--- config.mk ---
export PLATFORM = sky130hd
export DESIGN_NAME = wta_reg_bank
export DESIGN_NICKNAME = d
export VERILOG_FILES = /design/src/rtl/wta_pkg.sv /design/src/rtl/wta_req_buf.sv /design/src/rtl/wta_reg_bank.sv
export SDC_FILE = /design/constraint.sdc
export NUM_CORES = 1
export LEC_CHECK = 0
export ABC_AREA = 1
export BUFFER_PORTS_ARGS = -buffer_cell sky130_fd_sc_hd__buf_2
export CAP_MARGIN = 20
export CORE_ASPECT_RATIO = 0.9
export CORE_MARGIN = 10
export CORE_UTILIZATION = 50
export DETAILED_ROUTE_END_ITERATION = 8
export PLACE_DENSITY = 0.74
export SYNTH_ARGS = -nofsm -noshare
export SYNTH_HDL_FRONTEND = slang
export SYNTH_SLANG_ARGS = --single-unit
--- constraint.sdc ---
create_clock -name clock -period 4 [get_ports clock]
set_input_delay 0.2 -clock clock [delete_from_list [all_inputs] [get_ports clock]]
set_output_delay 0.2 -clock clock [all_outputs]
set_load 0.01 [all_outputs]
--- src/rtl/wta_pkg.sv ---
// Shared WTA definitions: bus widths, 4-bit register codes (common with the read mux) and the
// 2-bit write-op encoding.
package wta_pkg;
  localparam int DATA_W   = 16;
  localparam int NUM_REGS = 15;

  localparam logic [3:0] REG_N       = 4'd0;
  localparam logic [3:0] REG_M       = 4'd1;
  localparam logic [3:0] REG_P       = 4'd2;
  localparam logic [3:0] REG_R1      = 4'd3;
  localparam logic [3:0] REG_ROW     = 4'd4;
  localparam logic [3:0] REG_COL     = 4'd5;
  localparam logic [3:0] REG_CURR    = 4'd6;
  localparam logic [3:0] REG_SUM     = 4'd7;
  localparam logic [3:0] REG_STA     = 4'd8;
  localparam logic [3:0] REG_STB     = 4'd9;
  localparam logic [3:0] REG_STC     = 4'd10;
  localparam logic [3:0] REG_A       = 4'd11;
  localparam logic [3:0] REG_B       = 4'd12;
  localparam logic [3:0] REG_R       = 4'd13;
  localparam logic [3:0] REG_CORE_ID = 4'd14;
  localparam logic [3:0] REG_NONE    = 4'd15;

  typedef enum logic [1:0] {
    OP_LOAD = 2'b00,
    OP_INC  = 2'b01,
    OP_CLR  = 2'b10,
    OP_ACC  = 2'b11
  } op_e;
endpackage

--- src/rtl/wta_req_buf.sv ---
// One-entry request buffer; entry is visible the cycle after accept.
// Backpressure: in_rdy drops only while full and hold is high; commit and refill may share an edge.
module wta_req_buf #(
  parameter int W = 22
) (
  input  logic         clock,
  input  logic         reset,
  input  logic         in_vld,
  output logic         in_rdy,
  input  logic [W-1:0] in_dat,
  input  logic         hold,
  output logic         out_vld,
  output logic [W-1:0] out_dat
);
  logic         full_q;
  logic [W-1:0] dat_q;

  assign in_rdy  = !full_q || !hold;
  assign out_vld = full_q;
  assign out_dat = dat_q;

  always_ff @(posedge clock or negedge reset) begin
    if (!reset) begin
      full_q <= 1'b0;
      dat_q  <= '0;
    end else if (in_vld && in_rdy) begin
      full_q <= 1'b1;
      dat_q  <= in_dat;
    end else if (full_q && !hold) begin
      full_q <= 1'b0;
    end
  end
endmodule

--- src/rtl/wta_reg_bank.sv ---
// WTA write side: buffered (sel, op, data) requests commit into 15 registers, 1 cycle after accept.
// Backpressure: io_in_ready low only while a buffered request is stalled by io_hold.
module wta_reg_bank #(
  parameter int          DATA_W   = wta_pkg::DATA_W,
  parameter int          NUM_REGS = wta_pkg::NUM_REGS,
  parameter int unsigned CORE_ID  = 0
) (
  input  logic                       clock,
  input  logic                       reset,
  input  logic                       io_in_valid,
  output logic                       io_in_ready,
  input  logic [3:0]                 io_in_sel,
  input  logic [1:0]                 io_in_op,
  input  logic [DATA_W-1:0]          io_in_data,
  input  logic                       io_hold,
  output logic [NUM_REGS*DATA_W-1:0] io_regs,
  output logic                       io_wr_done,
  output logic                       io_wrap,
  output logic                       io_err
);
  import wta_pkg::*;

  typedef struct packed {
    logic [3:0]        sel;
    op_e               op;
    logic [DATA_W-1:0] dat;
  } req_t;

  req_t                in_req;
  req_t                buf_req;
  logic                buf_vld;
  logic                commit;
  logic                legal;
  logic                carry;
  logic [DATA_W-1:0]   cur;
  logic [DATA_W-1:0]   result;
  logic [DATA_W:0]     sum;
  logic [NUM_REGS-1:0] wr_onehot;
  logic [DATA_W-1:0]   regs_q [NUM_REGS];
  logic                wr_done_q;
  logic                wrap_q;
  logic                err_q;

  assign in_req = '{sel: io_in_sel, op: op_e'(io_in_op), dat: io_in_data};

  wta_req_buf #(.W($bits(req_t))) u_req_buf (
    .clock   (clock),
    .reset   (reset),
    .in_vld  (io_in_valid),
    .in_rdy  (io_in_ready),
    .in_dat  (in_req),
    .hold    (io_hold),
    .out_vld (buf_vld),
    .out_dat (buf_req)
  );

  assign commit = buf_vld && !io_hold;
  // The top code of the array is the read-only CoreID; it and the "none" code are never written.
  assign legal  = int'(buf_req.sel) < NUM_REGS - 1;

  always_comb begin
    cur = '0;
    for (int k = 0; k < NUM_REGS; k++) begin
      if (buf_req.sel == 4'(k)) cur = regs_q[k];
    end
  end

  assign sum = {1'b0, cur} + {1'b0, (buf_req.op == OP_INC) ? DATA_W'(1) : buf_req.dat};

  always_comb begin
    result = '0;
    unique case (buf_req.op)
      OP_LOAD: result = buf_req.dat;
      OP_INC:  result = sum[DATA_W-1:0];
      OP_CLR:  result = '0;
      OP_ACC:  result = sum[DATA_W-1:0];
      default: result = '0;
    endcase
  end

  assign carry     = legal && (buf_req.op == OP_INC || buf_req.op == OP_ACC) && sum[DATA_W];
  assign wr_onehot = (commit && legal) ? (NUM_REGS'(1) << buf_req.sel) : '0;

  always_ff @(posedge clock or negedge reset) begin
    if (!reset) begin
      for (int k = 0; k < NUM_REGS; k++) begin
        regs_q[k] <= (k == NUM_REGS - 1) ? DATA_W'(CORE_ID) : '0;
      end
    end else begin
      for (int k = 0; k < NUM_REGS; k++) begin
        if (wr_onehot[k]) regs_q[k] <= result;
      end
    end
  end

  always_ff @(posedge clock or negedge reset) begin
    if (!reset) begin
      wr_done_q <= 1'b0;
      wrap_q    <= 1'b0;
      err_q     <= 1'b0;
    end else begin
      wr_done_q <= commit;
      wrap_q    <= commit && carry;
      err_q     <= err_q || (commit && !legal);
    end
  end

  for (genvar k = 0; k < NUM_REGS; k++) begin : g_regs_out
    assign io_regs[k*DATA_W +: DATA_W] = regs_q[k];
  end

  assign io_wr_done = wr_done_q;
  assign io_wrap    = wrap_q;
  assign io_err     = err_q;
endmodule

==> results of run 1 <==
power by group:
part | switching, mW | internal, mW | leakage, nW
Sequential | 0.911 | 3.67 | 3.44
Clock | 1.14 | 1.47 | 0.450
Combinational | 3.27 | 1.95 | 5.01
Total | 5.32 | 7.09 | 8.90
path summary, 6_finish.rpt:
check	endpoint	slack, ns
min in group asynchronous	io_regs[224]	0.29
max in group asynchronous	io_regs[149]	2.62
min	u_req_buf.out_vld	0.17
max	io_regs[70]	0.18
min reg2reg	io_regs[226]	0.40
max reg2reg	io_regs[70]	0.18
cells by family after synthesis:
family / synth area share
AND/OR/NAND/NOR: 0.300
flip-flops: 0.523
buffers and inverters: 0.0702
AO/OA/AOI/OAI: 0.0854
adder cells (fa/ha/maj): 0.0193
XOR/XNOR: 0.00138
multiplexers: 0.000885
timing repair:
action / CTS / global route
setup endpoints to repair: 57 / 180
hold buffers: 24 / 0
resized for setup: 2 / 64
pin swaps: 0 / 22
gates cloned: 0 / 3
hold endpoints to repair: 154 / 0
setup buffers: 2 / 14
through the flow:
stage          hold slack [ns]  setup slack, ns   util  instances  power (mW)
6_report                 0.173            0.181  0.654       2366        12.4
5_1_grt                  0.218         -0.00977  0.654       2366        13.1
4_1_cts                  0.156          0.00395  0.638       2349        12.0
3_5_place_dp             0.387           -0.121  0.591       2272        9.38
3_3_place_gp             0.385          -0.0829  0.591       2272        9.30
2_1_floorplan          -0.0956            0.760      -       1665        6.68
registers in the layout, summed over array words and instances, names as in the netlist:
| signal | count |
|---|---|
| io_err | 1 |
| io_regs | 240 |
| io_wr_done | 1 |
| io_wrap | 1 |
| u_req_buf.out_dat | 22 |
| u_req_buf.out_vld | 1 |
metal layers:
layer,GRT usage,share of wire,vias up
met5,0,0,-
met4,0.0945,0.033,0
met3,0.0830,0.11,96
met2,0.465,0.45,712
met1,0.401,0.41,6217
li1,-,-,5889
critical path: cells and delay by family, from the launching register on:
kind / cells / cell delay [ns]
AO/OA/AOI/OAI: 5 / 0.86
adder cells (fa/ha/maj): 1 / 0.34
buffers and inverters: 7 / 0.91
flip-flops: 1 / 0.40
AND/OR/NAND/NOR: 10 / 1.21
cells in the final DEF, fill, tap and decap left out, types with 9 or more instances in the layout:
cell type,Yosys,layout
a21oi_1,51,48
buf_12,0,9
buf_2,42,268
buf_4,3,87
clkbuf_16,0,28
dfrtp_1,266,266
dlygate4sd3_1,0,24
ha_1,18,12
inv_1,115,109
inv_2,13,15
nand2_1,704,698
nand3_1,39,37
nand4_1,46,46
nor2_1,136,131
nor2_4,4,10
o21ai_0,123,117
o21ai_1,14,18
or2_2,10,10
area by class of cell:
type                       count  area share
multi-input combinational   1178       0.327
sequential                   266       0.405
timing repair inverter         2    0.000762
inverter                     129      0.0303
clock buffer                  41      0.0493
clock inverter                10     0.00625
tap                          342      0.0261
timing repair buffer         398       0.154
==> impl_metrics.tcl, run 1 <==
set metrics [dict create \
    cellPowerDensity_nw_per_um2 756 \
    r2r_start "u_req_buf.out_dat[19]" \
    ioPinCount 270 \
    cts_buffers 28 \
    cts_tree "built" \
    whs_path_depth 4 \
    h-tree-depth 1 \
    cts_root_buf "clkbuf_16" \
    fmax_mhz 262 \
    cp_cell_sequence "buf_4 > nand2_2 > nor2_1 > inv_2 > buf_4 > buf_4 > nor2_1 > nor2_1 > nand4_1 > nand2_1 > nand4_1 > nor2_1 > nand4_1 > ha_4 > buf_4 > nand4_1 > o211ai_1 > a21oi_1 > o21ai_0 > o21ai_1 > inv_1 > buf_4 > o21ai_0" \
    grt_pass1_vias 12324 \
    clkSinkCount 266 \
    portBuffers 269 \
    synth.yosys.seq_area_share 0.523 \
    dpl-instance-area_um2 14800 \
    synth_cell_types 34 \
    syn-num-nets 1710 \
    critPathSlowestCell "dfrtp_1" \
    start_util 0.507 \
    cpPeakStageDelay_ns 0.40 \
    cap_violations 0 \
    tightestPinTransition_ns 1.11 \
    yosysMostFrequentCell "nand2_1" \
    fp.dieH_um 171 \
    syn_area_per_cell_um2 7.64 \
    synth.top_cells.by_count "704 x nand2_1, 266 x dfrtp_1, 136 x nor2_1, 123 x o21ai_0, 115 x inv_1" \
    antenna_found_initial 0 \
    register_area_um2 6660 \
    crit_path_frequent_cell "buf_4" \
    rows 55 \
    cp.required_ns 4.47 \
    critPathKind "reg2reg" \
    hold_viol_final 0 \
    synth.area.top_cells "dfrtp_1 52%, nand2_1 21%, o21ai_0 4.8%" \
    die_x_um 188 \
    drt_iter0_markers 1490 \
    dp_hpwl_mm 36.6 \
    synth_top_cell_by_area "dfrtp_1" \
    coreArea_um2 25100 \
    synth-seq-cells 266 \
    worstHoldPathType "in2reg" \
    critPathCaptureType "flop" \
    num_antenna_cells 0 \
    gr-total-overflow 0 \
    finalSetupViolCount 0 \
    maxSlewHeadroom 0.261 \
    gp_congestion 1.04 \
    min_period_ns 3.82 \
    hold_start "io_in_valid" \
    p_leak_nw 8.90 \
    die_area_um2 32200 \
    ir_drop_mv 0.468 \
    area_delta_synth_final_pct 29.0 \
    async_flop_share 1.00 \
    finalMaxSlewViolations 0 \
    vias_per_cell 5.46 \
    layout.nets 2048 \
    synth_area_um2 12700 \
    clk_pin_slew_ns 0.06 \
    finalSetupTns_ns 0 \
    wl_per_cell_um 21.2 \
    reg2reg_depth 23 \
    stdcell_area_um2 16400 \
    grt_max_degree 132 \
    ant_nets 0 \
    wl_mm 50.2 \
    cts_max_path_buffers 3 \
    synth_top_area_frac 0.523 \
    n_fill_cell 2154 \
    outcome "completed" \
    fin_worst_skew_ns 0.0297 \
    synthCells 1665 \
    critical_path.startpoint_type "flop" \
    drive_gt1_frac 0.246 \
    path_max_fanout 12 \
    multi_input_area_um2 5380 \
    yosysWarnings 0 \
    fin_crit_sh 0.955 \
    ys.flop_type "dfrtp_1" \
    grt_pass1_wl_mm 75.2 \
    grt.total_usage 0.300 \
    synth-edff-count 0 \
    drc_errors 0 \
    drtPass1Iterations 6 \
    clock_latency_ns 0.58 \
    cp-startpoint "u_req_buf.out_dat[19]" \
    via_count 12914 \
    cp_data_arrival_time_ns 4.29 \
]
Power figures use the tool's default switching activity.
==> run 2, diff against run 1 <==
BUFFER_PORTS_ARGS = -buffer_cell sky130_fd_sc_hd__buf_4   (was -buffer_cell sky130_fd_sc_hd__buf_2)
==> run 2 against run 1 <==
Net effect: sequential power barely moved; sequential share of layout area shrank 1.2 points; first-iteration DRC count grew 5.2%; flip-flop and latch count is the same; fmax fell by 1.8%; via count decreased by 0.83%.
==> impl_metrics.tcl, run 2 (synthesis gave the netlist of run 1 again) <==
set metrics [dict create \
    finalMaxSlewViolations 0 \
    whs_path_depth 4 \
    top_usage_layer "met2" \
    via_count 12807 \
    layout_commonest_cell "nand2_1" \
    fin_worst_skew_ns 0.0167 \
    cts_buffers 28 \
    area_delta_synth_final_pct 33.0 \
    cp_num_buf_inv 6 \
    final_util 0.674 \
    cts_max_path_buffers 3 \
    coreArea_um2 25100 \
    grt_pass1_wl_mm 73.8 \
    clkSinkCount 266 \
    critPathSlowestCell "dfrtp_1" \
    hold_viol_final 0 \
    wl_mm 49.2 \
    h-tree-depth 1 \
    rows 55 \
    cts_root_buf "clkbuf_16" \
    layout.nets 2036 \
    portBuffers 269 \
    final_cell_mix "701 x nand2_1, 354 x buf_4, 266 x dfrtp_1, 125 x nor2_1, 117 x o21ai_0" \
    grt_use_met2 0.451 \
    gp_congestion 0.986 \
    final_cell_count_no_fill 2352 \
    cp-startpoint "u_req_buf.out_dat[19]" \
    cp_data_arrival_time_ns 4.35 \
    largest_reg_flops 240 \
    clock_latency_ns 0.56 \
    p_total_mw 12.7 \
    gr-total-overflow 0 \
    cellPowerDensity_nw_per_um2 750 \
    worstHoldPathType "in2reg" \
    grt_pass1_vias 12433 \
    drive_gt1_frac 0.240 \
    cp.depth 21 \
    p_leak_nw 8.86 \
    finalSetupTns_ns 0 \
    outcome "completed" \
    fin_crit_sh 0.972 \
    grt.total_usage 0.293 \
    ir_drop_mv 0.421 \
    worst_hold_slack_ns 0.181 \
    fp.dieH_um 171 \
    reg2reg_depth 21 \
    cap_violations 0 \
    antenna_found_initial 0 \
    ioPinCount 270 \
    die_area_um2 32200 \
    fmax_mhz 257 \
    drc_errors 0 \
    num_antenna_cells 0 \
    grt_use_met3 0.0887 \
    drtPass1Iterations 6 \
    r2r_start "u_req_buf.out_dat[19]" \
    die_x_um 188 \
    cp_cell_sequence "inv_2 > buf_4 > nand2_1 > nor2_1 > buf_12 > nand2_1 > nand3_1 > nor2_1 > nand4_1 > nand2_1 > nand4_1 > nor2_1 > nand4_1 > buf_4 > fa_2 > nand3_1 > a21boi_0 > o32ai_2 > buf_4 > clkinvlp_4 > o21ai_0" \
    tightestPinTransition_ns 0.908 \
    dp_hpwl_mm 36.2 \
    vias_per_cell 5.45 \
    min_period_ns 3.89 \
    clk_pin_slew_ns 0.06 \
    start_util 0.507 \
    cts_tree "built" \
    drt_iter0_markers 1568 \
    wl_per_cell_um 20.9 \
    critical_path.startpoint_type "flop" \
    cp_top_family "simple AND/OR/NAND/NOR gates" \
    cpPeakStageDelay_ns 0.43 \
    grt_max_degree 114 \
    critPathKind "reg2reg" \
    hold_start "io_in_valid" \
    path_max_fanout 12 \
    dp.cells 2268 \
    finalSetupViolCount 0 \
    maxSlewHeadroom 0.394 \
    cp.required_ns 4.46 \
    gr-usage-met1 0.384 \
    critPathCaptureType "flop" \
    ant_nets 0 \
]
## run 2: cell count changes in the layout (fill, tap and decap cells not counted), moves of 4 or more
cell    previous run  this run
buf_6              8         3
buf_12             9         3
nor2_2             6        12
buf_4             87       354
nor2_1           131       125
ha_4               5         9
ha_1              12         8
buf_2            268         0
## run 2: what timing repair did
| action | in CTS | in global routing |
|---|---|---|
| pin swaps | 0 | 12 |
| endpoints found under the setup margin | 1 | 171 |
| setup buffers | 0 | 9 |
| hold buffers | 24 | 0 |
| hold endpoints to repair | 133 | 0 |
| gates cloned | 0 | 3 |
| gates resized for setup | 1 | 57 |
## run 2: metal layers
layer	vias to the layer above	routed length (µm)	part of all wire
met2	736	21800	0.44
met5	-	0	0
met3	111	5750	0.12
met1	6087	19700	0.40
li1	5873	-	-
met4	0	1970	0.040
## run 2: per-stage QoR
step	cell area, µm²	worst slack, ns
2_1_floorplan	12700	0.760
3_3_place_gp	15400	-0.0231
3_5_place_dp	15400	-0.000987
4_1_cts	16600	0.0125
5_1_grt	16900	-0.0679
6_report	16900	0.110
## run 2: path summary, 6_finish.rpt
kind                                         to  slack, ns
max                                io_regs[180]       0.11
min                           u_req_buf.out_vld       0.18
max reg2reg                        io_regs[180]       0.11
min reg2reg                        io_regs[229]       0.40
max in group asynchronous          io_regs[174]       2.63
min in group asynchronous  u_req_buf.out_dat[7]       0.28
## run 2: final cells by class
type | count | area, µm²
Sequential cell | 266 | 6660
Timing Repair Buffer | 385 | 3010
Tap cell | 342 | 428
Multi-Input combinational cell | 1179 | 5430
Clock inverter | 7 | 85.1
Clock buffer | 42 | 813
Timing Repair inverter | 2 | 12.5
Inverter | 129 | 490
Fill cell | 2029 | 8190
## run 2: report_power, final
part / switching (mW) / internal, mW
registers: 0.929 / 3.67
clock network: 1.09 / 1.47
logic: 3.22 / 2.32
total: 5.24 / 7.46
## run 2: worst reg2reg max path: stages, from the launching register on
cell and delay (ns):
dfrtp_1 0.43, inv_2 0.06, buf_4 0.14, nand2_1 0.08
nor2_1 0.08, buf_12 0.16, nand2_1 0.06, nand3_1 0.06
nor2_1 0.14, nand4_1 0.13, nand2_1 0.11, nand4_1 0.18
nor2_1 0.16, nand4_1 0.21, buf_4 0.21, fa_2 0.36
nand3_1 0.10, a21boi_0 0.11, o32ai_2 0.28, buf_4 0.22
clkinvlp_4 0.26, o21ai_0 0.28
==> run 3, diff against run 2 <==
ABC_AREA = 0   (was 1)
==> run 3 against run 2 <==
Net effect: the run now ends with setup timing left; first-iteration DRC count shrank 7.3%; power grew 14%; highest routed layer unchanged; die area grew 0.62%; fmax shrank 3.8%; register-to-register slack lost 0.15 ns; utilization grew 1.7 points.
==> impl_metrics.tcl, run 3 <==
set metrics [dict create \
    final_util 0.691 \
    cp_data_arrival_time_ns 4.50 \
    fp.dieH_um 172 \
    final_cell_mix "385 x buf_4, 263 x dfrtp_1, 254 x nand2_1, 215 x o21ai_0" \
    start_util 0.509 \
    clkSinkCount 266 \
    ioPinCount 270 \
    stdcell_area_um2 17400 \
    drt_iter0_markers 1453 \
    async_flop_share 1.00 \
    synth_area_um2 12800 \
    cap_violations 0 \
    cp.required_ns 4.46 \
    portBuffers 269 \
    syn_area_per_cell_um2 9.76 \
    die_x_um 189 \
    path_max_fanout 7 \
    finalMaxSlewViolations 0 \
    dp_hpwl_mm 37.3 \
    synth_top_area_frac 0.519 \
    dpl-instance-area_um2 15800 \
    fin_worst_skew_ns 0.0173 \
    tightestPinTransition_ns 1.09 \
    clk_pin_slew_ns 0.07 \
    synth.yosys.seq_area_share 0.519 \
    drc_errors 0 \
    wl_mm 51.0 \
    p_total_mw 14.4 \
    n_fill_cell 1960 \
    synthCells 1313 \
    layout_commonest_cell "buf_4" \
    violations "setup timing" \
    hold_viol_final 0 \
    gp_congestion 0.946 \
    grt_pass1_vias 11626 \
    largest_reg_flops 240 \
    synth_top_cell_by_area "dfrtp_1" \
    yosysWarnings 0 \
    ys.flop_type "dfrtp_1" \
    grt_pass1_wl_mm 75.8 \
    yosysMostFrequentCell "dfrtp_1" \
    critPathCaptureType "flop" \
    drive_gt1_frac 0.353 \
    wl_per_cell_um 25.2 \
    gr-total-overflow 0 \
    cts_buffers 28 \
    rsz0062_at_grt "true" \
    post-place-ws_ns -0.252 \
    via_count 11981 \
    fmax_mhz 247 \
    antenna_found_initial 0 \
    rows 55 \
    fin_crit_sh 1.01 \
    num_antenna_cells 0 \
    syn-num-nets 1358 \
    p_leak_nw 8.28 \
    finalSetupTns_ns -0.365 \
    synth-seq-cells 266 \
    outcome "finished, violations left" \
    ant_nets 0 \
    coreArea_um2 25200 \
    synth_cell_types 68 \
    min_period_ns 4.04 \
    h-tree-depth 1 \
    clock_latency_ns 0.56 \
    area_delta_synth_final_pct 35.8 \
    finalSetupViolCount 21 \
    synth-edff-count 0 \
    cts_tree "built" \
    critPathKind "reg2reg" \
    grt_max_degree 118 \
    synth.top_cells.by_count "266 x dfrtp_1, 257 x nand2_1, 241 x o21ai_0, 80 x clkbuf_1, 52 x nor2_1" \
    maxSlewHeadroom 0.271 \
    synth.area.top_cells "dfrtp_1 52%, o21ai_0 9.4%, nand2_1 7.5%" \
    layout.nets 1701 \
    cts_root_buf "clkbuf_16" \
    worst_slack_ns -0.0442 \
    drtPass1Iterations 5 \
    cts_max_path_buffers 3 \
    critical_path.startpoint_type "flop" \
    reg2reg_depth 13 \
    worstHoldPathType "in2async" \
    vias_per_cell 5.93 \
    cellPowerDensity_nw_per_um2 829 \
    grt.total_usage 0.306 \
    die_area_um2 32400 \
    ir_drop_mv 0.493 \
]
[run 3: cell count changes after synthesis, sizes merged, moves of 17 or more]
cell | previous run | this run
mux2 | 1 | 49
nand4 | 46 | 2
nand2 | 704 | 257
nor2 | 147 | 53
inv | 128 | 14
mux2i | 0 | 22
clkbuf | 46 | 85
o22ai | 6 | 29
a21oi | 52 | 35
and2 | 0 | 17
o21ai | 140 | 264
a22oi | 0 | 20
nand3 | 39 | 12
[run 3: worst max-delay path: stages (launching register included)]
cell and delay [ns]:
dfrtp_2 0.44, mux4_2 0.51, a211o_1 0.26, a222oi_1 0.40
nor3_1 0.11, ha_2 0.23, fa_2 0.41, a211oi_4 0.24
o21ai_2 0.13, a311oi_4 0.33, buf_4 0.18, a21oi_4 0.07
o311a_4 0.48, o21ai_2 0.14
[run 3: timing repair]
action                                  in CTS  in global routing
hold buffers                                25                  0
hold endpoints to repair                   137                  0
pin swaps                                   12                 33
buffers inserted                             8                  3
endpoints found under the setup margin     139                145
gates cloned                                 1                  0
gates resized for setup                     24                 57
[run 3: worst paths after layout]
| path | from | endpoint | slack [ns] |
|---|---|---|---|
| setup / recovery | u_req_buf.out_dat[18] | io_regs[30] | -0.04 |
| hold / removal | reset | io_regs[17] | 0.29 |
| setup reg to reg | u_req_buf.out_dat[18] | io_regs[30] | -0.04 |
| hold reg to reg | io_regs[237] | io_regs[237] | 0.41 |
| max in group asynchronous | reset | io_regs[239] | 2.64 |
| min in group clock | io_hold | io_wr_done | 0.34 |
[run 3: kinds of logic after synthesis]
kind of cell,after synthesis,synth area share
buffers and inverters,135,0.0490
XOR/XNOR,9,0.00615
multiplexers,86,0.0866
AO/OA/AOI/OAI,416,0.195
adder cells (fa/ha/maj),19,0.0191
flip-flops,266,0.519
AND/OR/NAND/NOR,382,0.125
[run 3: area by class of cell]
type / instances / area [µm²] / area share
flip-flops and latches: 266 / 6660 / 0.383
multi-input cells: 913 / 5740 / 0.330
repair buffers: 433 / 3550 / 0.204
clock buffers: 34 / 753 / 0.0433
well taps: 342 / 428 / 0.0246
clock inverters: 18 / 213 / 0.0122
inverters: 14 / 60.1 / 0.00345
[run 3: routing by layer]
metal  vias to the layer above  GRT usage  part of all wire
li1                       5314          -                 -
met1                      5899      0.421              0.41
met2                       668      0.475              0.46
met3                       100     0.0644             0.095
met4                         0      0.104             0.035
met5                         -          0                 0
[run 3: metrics by stage]
| stage | hold slack (ns) | instances |
|---|---|---|
| after floorplan | -0.0956 | 1313 |
| after global placement | 0.345 | 1929 |
| after detailed placement | 0.349 | 1929 |
| after CTS | 0.314 | 2015 |
| after global routing | 0.343 | 2020 |
| final | 0.293 | 2020 |
[run 3: power by group]
part           internal, mW  switching (mW)
Combinational          3.12            3.73
Clock                  1.60            1.12
Sequential             3.72            1.14
